$ cat src/rtl/fir_delay_line.sv
// Shift-register delay line for FIR filters: TAPS signed samples, tap 0 newest, with fill tracking.
// Optional macro FIR_DLINE_OUT_REG_EN adds one output register stage on taps, tap_valid and primed.
module fir_delay_line #(
   parameter int DATA_W = 16,
   parameter int TAPS   = 8
) (
   input  logic                       clk,
   input  logic                       reset,
   input  logic                       in_valid,
   input  logic [DATA_W-1:0]          in_data,
   input  logic                       flush,
   output logic [TAPS*DATA_W-1:0]     taps,
   output logic                       tap_valid,
   output logic [$clog2(TAPS+1)-1:0]  fill_count,
   output logic                       primed
);

   localparam int CNT_W = $clog2(TAPS+1);

   logic [DATA_W-1:0]      line [TAPS];
   logic [CNT_W-1:0]       count;
   logic                   line_valid;
   logic                   line_primed;
   logic [TAPS*DATA_W-1:0] line_flat;
   logic                   shift;

   // flush outranks a sample presented in the same cycle, which is dropped
   assign shift = in_valid && !flush;

   always_ff @(posedge clk) begin
      if (reset || flush) begin
         for (int k = 0; k < TAPS; k++) line[k] <= '0;
         count      <= '0;
         line_valid <= 1'b0;
      end else begin
         line_valid <= shift;
         if (shift) begin
            line[0] <= in_data;
            for (int k = 1; k < TAPS; k++) line[k] <= line[k-1];
            if (count != CNT_W'(TAPS)) count <= count + CNT_W'(1);
         end
      end
   end

   always_comb begin
      line_flat = '0;
      for (int k = 0; k < TAPS; k++) line_flat[k*DATA_W +: DATA_W] = line[k];
   end

   assign line_primed = (count == CNT_W'(TAPS));
   assign fill_count  = count;

`ifdef FIR_DLINE_OUT_REG_EN
   logic [TAPS*DATA_W-1:0] taps_q;
   logic                   tap_valid_q;
   logic                   primed_q;

   // Retimed copy of the line; a flush reaches here one edge after it clears the line
   always_ff @(posedge clk) begin
      if (reset) begin
         taps_q      <= '0;
         tap_valid_q <= 1'b0;
         primed_q    <= 1'b0;
      end else begin
         taps_q      <= line_flat;
         tap_valid_q <= line_valid;
         primed_q    <= line_primed;
      end
   end

   assign taps      = taps_q;
   assign tap_valid = tap_valid_q;
   assign primed    = primed_q;
`else
   assign taps      = line_flat;
   assign tap_valid = line_valid;
   assign primed    = line_primed;
`endif

endmodule

$ cat config.mk
export PLATFORM = sky130hd
export DESIGN_NAME = fir_delay_line
export DESIGN_NICKNAME = d
export VERILOG_FILES = /design/src/rtl/fir_delay_line.sv
export SDC_FILE = /design/constraint.sdc
export NUM_CORES = 1
export LEC_CHECK = 0
export ABC_AREA = 1
export CORE_MARGIN = 3
export CORE_UTILIZATION = 40
export CTS_BUF_LIST = sky130_fd_sc_hd__clkbuf_16
export CTS_CLUSTER_SIZE = 20
export DETAILED_ROUTE_END_ITERATION = 16
export GPL_TIMING_DRIVEN = 0
export PLACE_DENSITY = 0.69
export SYNTH_ARGS = -nofsm -noshare
export SYNTH_HDL_FRONTEND = slang
export SYNTH_SLANG_ARGS = --single-unit
$ cat constraint.sdc
create_clock -name clk -period 5.94 [get_ports clk]
set_input_delay 1.485 -clock clk [delete_from_list [all_inputs] [get_ports clk]]
set_output_delay 1.485 -clock clk [all_outputs]
set_load 0.01 [all_outputs]
* Word level (Yosys, flattened, before mapping) *
Memory sizes are Yosys's and may differ from the RTL's.
Index checks and enable logic that the tools add are counted.

storage, ports and cells
  flip-flop bits (word level) = 5
  output and inout bits = 134
  bits in writable memories = 128
  memories = 1

memory list
  memory  words  bits a word  read ports  clocked after Yosys merged registers in  write ports  RTL line  source
  line    8      16           8           0                                        8            20        logic [DATA_W-1:0] line [TAPS];

cells by class
  muxes and demuxes = 13
  equality and inequality tests = 2
  reduce and logical (&&, ||, !) cells = 4
  $add $sub $neg = 1
  bitwise gates (word level) = 8

operators with widths
  operator             number
  $mux 16              8
  $or 1x1->1           8
  $mux 1               5
  $add 4x1->4 const B  1
  $eq 4x4->1 const B   1
  $ne 4x4->1 const B   1
  $reduce_and 2->1     1
  $logic_and 1x1->1    1
  $logic_not 1->1      1
  $logic_or 1x1->1     1

* Longest topological paths before layout *
Gate-level depths: netlist (run 1).

  depth in word-level cells = 6
  mapped depth = 7
  gate-level depth less buffers = 7

* Least setup slack after synthesis (run 1) *
No wires, ideal clock.

  path type = input -> register
  start = input flush
  end = memory line[0][0] (enable)
  path slack = 1103 ps
  cell stages on the path = 2
  arrival time = 3719 ps
  data required time = 4822 ps
  setup time = 1118 ps
  path through = nor2_4 nand2_1

RTL lines
  what         RTL line  source
  from (decl)  11        input logic flush,
  to (decl)    20

* Worst setup path in the final report (run 1) *
  start = register count[0], in the netlist fill_count[0]
  end = output primed

on the way
  word-level cells in the longest chain between the ends = 1

ends and longest elaborated chain
  what                    RTL line  source
  from (decl)             21        logic [CNT_W-1:0] count;
  from (signal assigned)  40        if (count != CNT_W'(TAPS)) count <= count + CNT_W'(1);
  $eq 4x4->1              50        assign line_primed = (count == CNT_W'(TAPS));
  to (decl)               15        output logic primed

No other way between the ends.

==> results of run 1 <==
## registers in the layout, indices dropped and copies added, names as in the netlist
| name | flops |
|---|---|
| line | 128 |
| fill_count | 4 |
| tap_valid | 1 |
## final cells by class
class / instances / area [um2] / share of cell area
inverters: 138 / 518.0 / 0.06798
clock buffers: 17 / 425.4 / 0.05583
clock inverters: 15 / 110.1 / 0.01445
flip-flops and latches: 133 / 3944 / 0.5176
plain buffers: 13 / 93.84 / 0.01232
well taps: 172 / 215.2 / 0.02824
repair buffers: 154 / 1559 / 0.2046
multi-input cells: 153 / 754.5 / 0.09901
## power by group through the flow
stage	registers, mW	logic, mW	clock network (mW)
detailed placement	1.10	0.167	0
CTS	1.09	0.168	0.958
floorplan	1.12	0.0415	0
global route	1.09	0.179	0.999
finish	1.08	0.165	0.938
global placement	1.11	0.164	0
## through the flow
step,setup WS (ns),hold slack (ns),total power [mW]
3_5_place_dp,2.402,0.5098,1.271
2_1_floorplan,1.103,0.5205,1.166
3_3_place_gp,-0.6396,0.4959,1.271
6_report,2.627,0.5166,2.188
4_1_cts,2.600,0.5151,2.211
5_1_grt,2.487,0.5537,2.268
## critical path, cell delays in order (launching register included)
cell	delay, ns
dfxtp_1	0.34
inv_1	0.09
ha_1	0.15
nand3_1	0.21
inv_1	0.10
clkdlybuf4s50_1	0.53
## cell families (layout without fill, tap and decap cells)
kind of cell / count (synthesis) / after routing
AND/OR/NAND/NOR: 148 / 148
flip-flops: 133 / 133
AO/OA/AOI/OAI: 3 / 3
buffers and inverters: 151 / 337
adder cells (fa/ha/maj): 2 / 2
## cell usage after synthesis
cell type / number / area share
edfxtp_1: 128 / 0.72
ha_1: 2 / 0.0047
nand2_1: 8 / 0.0057
nand3_1: 5 / 0.0047
nor2_2: 19 / 0.022
buf_8: 1 / 0.0028
buf_2: 9 / 0.0085
inv_1: 137 / 0.097
inv_2: 1 / 0.00071
dfxtp_1: 5 / 0.019
nand2_2: 1 / 0.0012
buf_6: 3 / 0.0064
a21oi_1: 3 / 0.0028
nor2_1: 101 / 0.071
nand4_1: 2 / 0.0024
nor2_4: 12 / 0.025
## metal layers
layer	global-route usage	vias up	wire, um	share of wire
li1	-	1670	-	-
met1	0.1491	1481	3651	0.35
met2	0.2435	140	5014	0.48
met3	0.09697	19	1509	0.15
met4	0.06303	0	199	0.019
met5	0	-	0	0
## worst max path at each step
stage | to | slack (ns) | cells past startpoint
after floorplan | line[0][0] | 1.10 | 2
after global placement | line[0][60] | -0.64 | 3
after detailed placement | line[0][45] | 2.40 | 4
after CTS | primed | 2.60 | 5
after global routing | primed | 2.49 | 5
final | primed | 2.63 | 5
==> reports/results.tsv, run 1 <==
metric	value	unit
reg2reg path depth	7	
CTS tree	yes	
Hold Crit Start	fill_count[0]	
ANT cells	0	
register-to-register setup slack	4.70	ns
Routed WL	10370	um
Synth Area in Compound Gates	0.002832	
port bufs	153	
Hold EP	fill_count[0]	
vias in the first global route	3401	
clock buffer depth	2	
CTS H-tree lvls	4	
maximum VDD drop	170.9	uV
DRC Markers	0	
layout overhead on the synthesized area	43.70	%
core area	12770	um2
synthesized cell area	5303	um2
crit path from	fill_count[0]	
Post-Syn Instances	437	
ANT nets after route	0	
WS Path Type	flop to output port	
setup TNS	0	ns
Initial DRC Count	178	
Initial Util	0.4151	
commonest non-fill, non-tap cell in the layout	clkdlybuf4s50_1	
pwr dens	287.1	nW/um2
Final Cycle Share	0.5577	
Vias	3310	
clk_skew	0.004535	ns
worst path arrival time	1.83	ns
fin nets	632	
RSZ-0062 raised after global routing	false	
mux share of post-synthesis cell area	0	
Reg-to-Reg End	fill_count[3]	
fin crit period	3.313	ns
crit path max fanout	7	
# rows	41	
setup violators final	0	
Post-Synth Simple-Gate Area	0.1333	
internal power	1.748	mW
Mean Syn Cell Area	12.13	um2
largest family of logic cells by synthesized area	simple AND/OR/NAND/NOR gates	
largest net degree at the start of global routing	75	
Post-CTS Setup Bufs	0	
Hold Path Stages	2	
Fmax	301.9	MHz
Die H	121.1	um
Post-Syn Nets	459	
Final Cell Area	7620	um2
clk sinks	133	
placed cells	763	
Synth Area in XOR/XNOR	0	
RD Place Congestion	0.7571	
Net Sw Power	0.4401	mW
adder-cell share of the synthesized area	0.004719	
Post-Place Cell Area	7084	um2
status	finished clean	
Fillers	1013	
maxcap violations	0	
leakage	2.904	nW
Worst EP required	4.45	ns
DRT Pass-1 Iters	4	
#FFs+latches synth	133	
most frequent cells in the layout	153 x clkdlybuf4s50_1, 143 x inv_1, 128 x edfxtp_1	
I/O pin total	154	
cts bufs inserted	17	
Clock Tree Root	clkbuf_16	
ratio of cells with drive above 1 in the final layout	0.1091	
Reg-to-Reg Start	fill_count[0]	
Seq/Total Area, Yosys	0.7437	
via/cell ratio	4.164	
Reg power frac	0.496	
initial antenna violation count	0	
hold_buf cts	0	
post-cts sizing count	0	
Global Route Usage Sum	0.1487	
Worst Setup Start Kind	flop	
Clock Latency Late Sink	0.41	ns
Worst slew margin	0.5015	
Unique masters post-synth	16	
final core utilization	0.5965	
Final Hold Viols	0	
Final Max Slew Viols	0	
first-pass GRT wire length	16380	um
switch share	0.2012	
CP endpoint kind	output port	
Layout Cells excl Fill	795	
Avg WL per Cell	13.05	um
YS warnings	0	
Worst-path clk slew	0.05	ns
Worst-Margin Slew	0.7477	ns
Comb pwr share	0.076	
Die Wd	121.1	um
die outline area	14670	um2
grt ovf	0	
Clk pwr share	0.429	
worst hold path type	flop to flop	
dpl hpwl	7616	um
Power figures use the tool's default switching activity.
==> run 2, diff against run 1 <==
PLACE_DENSITY = 0.72   (was 0.69)
clock period = 3 ns   (was 5.94 ns; I/O delays follow)
==> run 2 against run 1 <==
  * Largest power group unchanged
  * Critical endpoint unchanged
  * Sequential power up 99%
  * Core utilization down 0.32 points
  * Flip-flop and latch count unchanged
  * Count of clock-buffer cells in the layout is the same
  * Hold slack improved by 0.013 ns
  * Combinational power up 98%
==> reports/results.tsv, run 2 (same netlist as run 1, synthesis figures left out) <==
metric	value	unit	change
status	finished clean		
cts bufs inserted	17		unchanged
Worst path most repeated cell	inv_1		
initial antenna violation count	0		unchanged
core area	12770	um2	unchanged
dpl hpwl	7747	um	+1.7%
grt ovf	0		unchanged
worst path arrival time	1.86	ns	+0.03 ns
WS Path Type	flop to output port		
Worst Setup Start Kind	flop		
Pwr Total	4.270	mW	+95%
largest net degree at the start of global routing	129		+72%
layout overhead on the synthesized area	42.92	%	
Die Wd	121.1	um	unchanged
Final Max Slew Viols	0		unchanged
fin nets	631		-0.16%
port bufs	153		unchanged
die outline area	14670	um2	unchanged
Reg-to-Reg End	fill_count[3]		
Global Route Usage Sum	0.1524		+0.003651
Routed WL	10680	um	+3.0%
Worst-Margin Slew	0.9781	ns	+0.2304 ns
Worst EP required	2.25	ns	-2.20 ns
worst hold path type	flop to flop		
Die H	121.1	um	unchanged
Clock Tree Root	clkbuf_16		
max reg flops	128		unchanged
maximum VDD drop	380.9	uV	+120%
Initial DRC Count	185		+3.9%
# rows	41		unchanged
pwr dens	563.4	nW/um2	+96%
CTS H-tree lvls	4		unchanged
I/O pin total	154		unchanged
Reg area	3944	um2	unchanged
clk_skew	0.006745	ns	+0.002210 ns
CP endpoint kind	output port		
DRC Markers	0		unchanged
Avg WL per Cell	13.46	um	+3.1%
Worst slew margin	0.3479		-0.1536
placed cells	762		-0.13%
Fin Hold WS	0.5294	ns	+0.01276 ns
multi-input logic area	763.2	um2	+1.2%
pre-CTS WS	0.3364	ns	-2.066 ns
Vias	3339		+0.88%
Fillers	1020		+0.69%
clk sinks	133		unchanged
Final Cycle Share	0.8688		
ANT cells	0		unchanged
CP cell instances	inv_1 -> ha_1 -> nand3_1 -> inv_1 -> clkdlybuf4s50_1		
DRT Pass-1 Iters	4		unchanged
Top reg by flops	line		
setup violators final	0		unchanged
Initial Util	0.4151		unchanged
Max stage delay cell, worst path	clkdlybuf4s50_1		
RD Place Congestion	0.7366		-2.7%
register-to-register setup slack	1.69	ns	-3.01 ns
Reg-to-Reg Start	fill_count[0]		
ratio of cells with drive above 1 in the final layout	0.1109		+0.001783
Final Cell Area	7579	um2	-0.54%
Max stage delay on crit path	0.53	ns	about the same
CTS tree	yes		
clock buffer depth	2		unchanged
most frequent cells in the layout	153 x clkdlybuf4s50_1, 143 x inv_1, 128 x edfxtp_1		
last element of the critical path	primed		
Post-CTS Setup Bufs	0		unchanged
vias in the first global route	3417		+0.47%
commonest non-fill, non-tap cell in the layout	clkdlybuf4s50_1		
via/cell ratio	4.205		+1.0%
maxcap violations	0		unchanged
Worst-path clk slew	0.05	ns	about the same
hold_buf cts	0		unchanged
ANT nets after route	0		unchanged
Post-Place Cell Area	7066	um2	-0.26%
Fmax	383.7	MHz	
first-pass GRT wire length	16680	um	+1.8%
crit path from	fill_count[0]		
RSZ-0062 raised after global routing	false		
post-cts sizing count	0		unchanged
fin crit period	2.606	ns	
Layout Cells excl Fill	794		-0.13%
worst setup margin	0.3935	ns	-2.234 ns
reg2reg path depth	7		unchanged
Clock Latency Late Sink	0.41	ns	about the same
Final Hold Viols	0		unchanged
leakage	2.880	nW	-0.82%
crit path max fanout	7		unchanged
run 2: metal layers:
layer | track usage | vias up | part of all wire
met4 | 0.07073 | 0 | 0.019
met1 | 0.1514 | 1523 | 0.37
li1 | - | 1665 | -
met5 | 0 | - | 0
met2 | 0.2574 | 133 | 0.49
met3 | 0.08671 | 18 | 0.12
run 2: final cells by class:
cell class / instances / area share
flip-flops and latches: 133 / 0.5204
repair buffers: 153 / 0.2021
multi-input cells: 153 / 0.1007
inverters: 138 / 0.06835
clock buffers: 17 / 0.05613
well taps: 172 / 0.02840
plain buffers: 13 / 0.01238
clock inverters: 15 / 0.01156
run 2: worst min path at each step:
stage	start	to	slack (ns)	cells after the start
after floorplan	fill_count[1]	fill_count[1]	0.52	2
after global placement	fill_count[1]	fill_count[1]	0.49	2
after detailed placement	fill_count[0]	fill_count[0]	0.52	2
after CTS	fill_count[1]	fill_count[1]	0.53	2
after global routing	fill_count[2]	fill_count[2]	0.55	2
final	fill_count[2]	fill_count[2]	0.53	2
run 2: metrics by stage:
| stage | util | setup TNS [ns] |
|---|---|---|
| 4_1_cts | 0.5933 | 0 |
| 2_1_floorplan | - | 0 |
| 3_5_place_dp | 0.5531 | 0 |
| 3_3_place_gp | 0.5521 | -128.08 |
| 6_report | 0.5933 | 0 |
| 5_1_grt | 0.5933 | 0 |
run 2: worst max-delay path, delay by kind of cell, from the launching register on:
family                     cells  cell delay, ns
adders and majority gates      1            0.16
and+or+nand+nor                1            0.21
buffers and inverters          3            0.73
DFF                            1            0.35
run 2: power by group:
part | switching, mW | total [mW] | internal (mW)
Sequential | 0.0391 | 2.15 | 2.11
Clock | 0.697 | 1.80 | 1.10
Combinational | 0.157 | 0.326 | 0.168
Total | 0.894 | 4.27 | 3.38
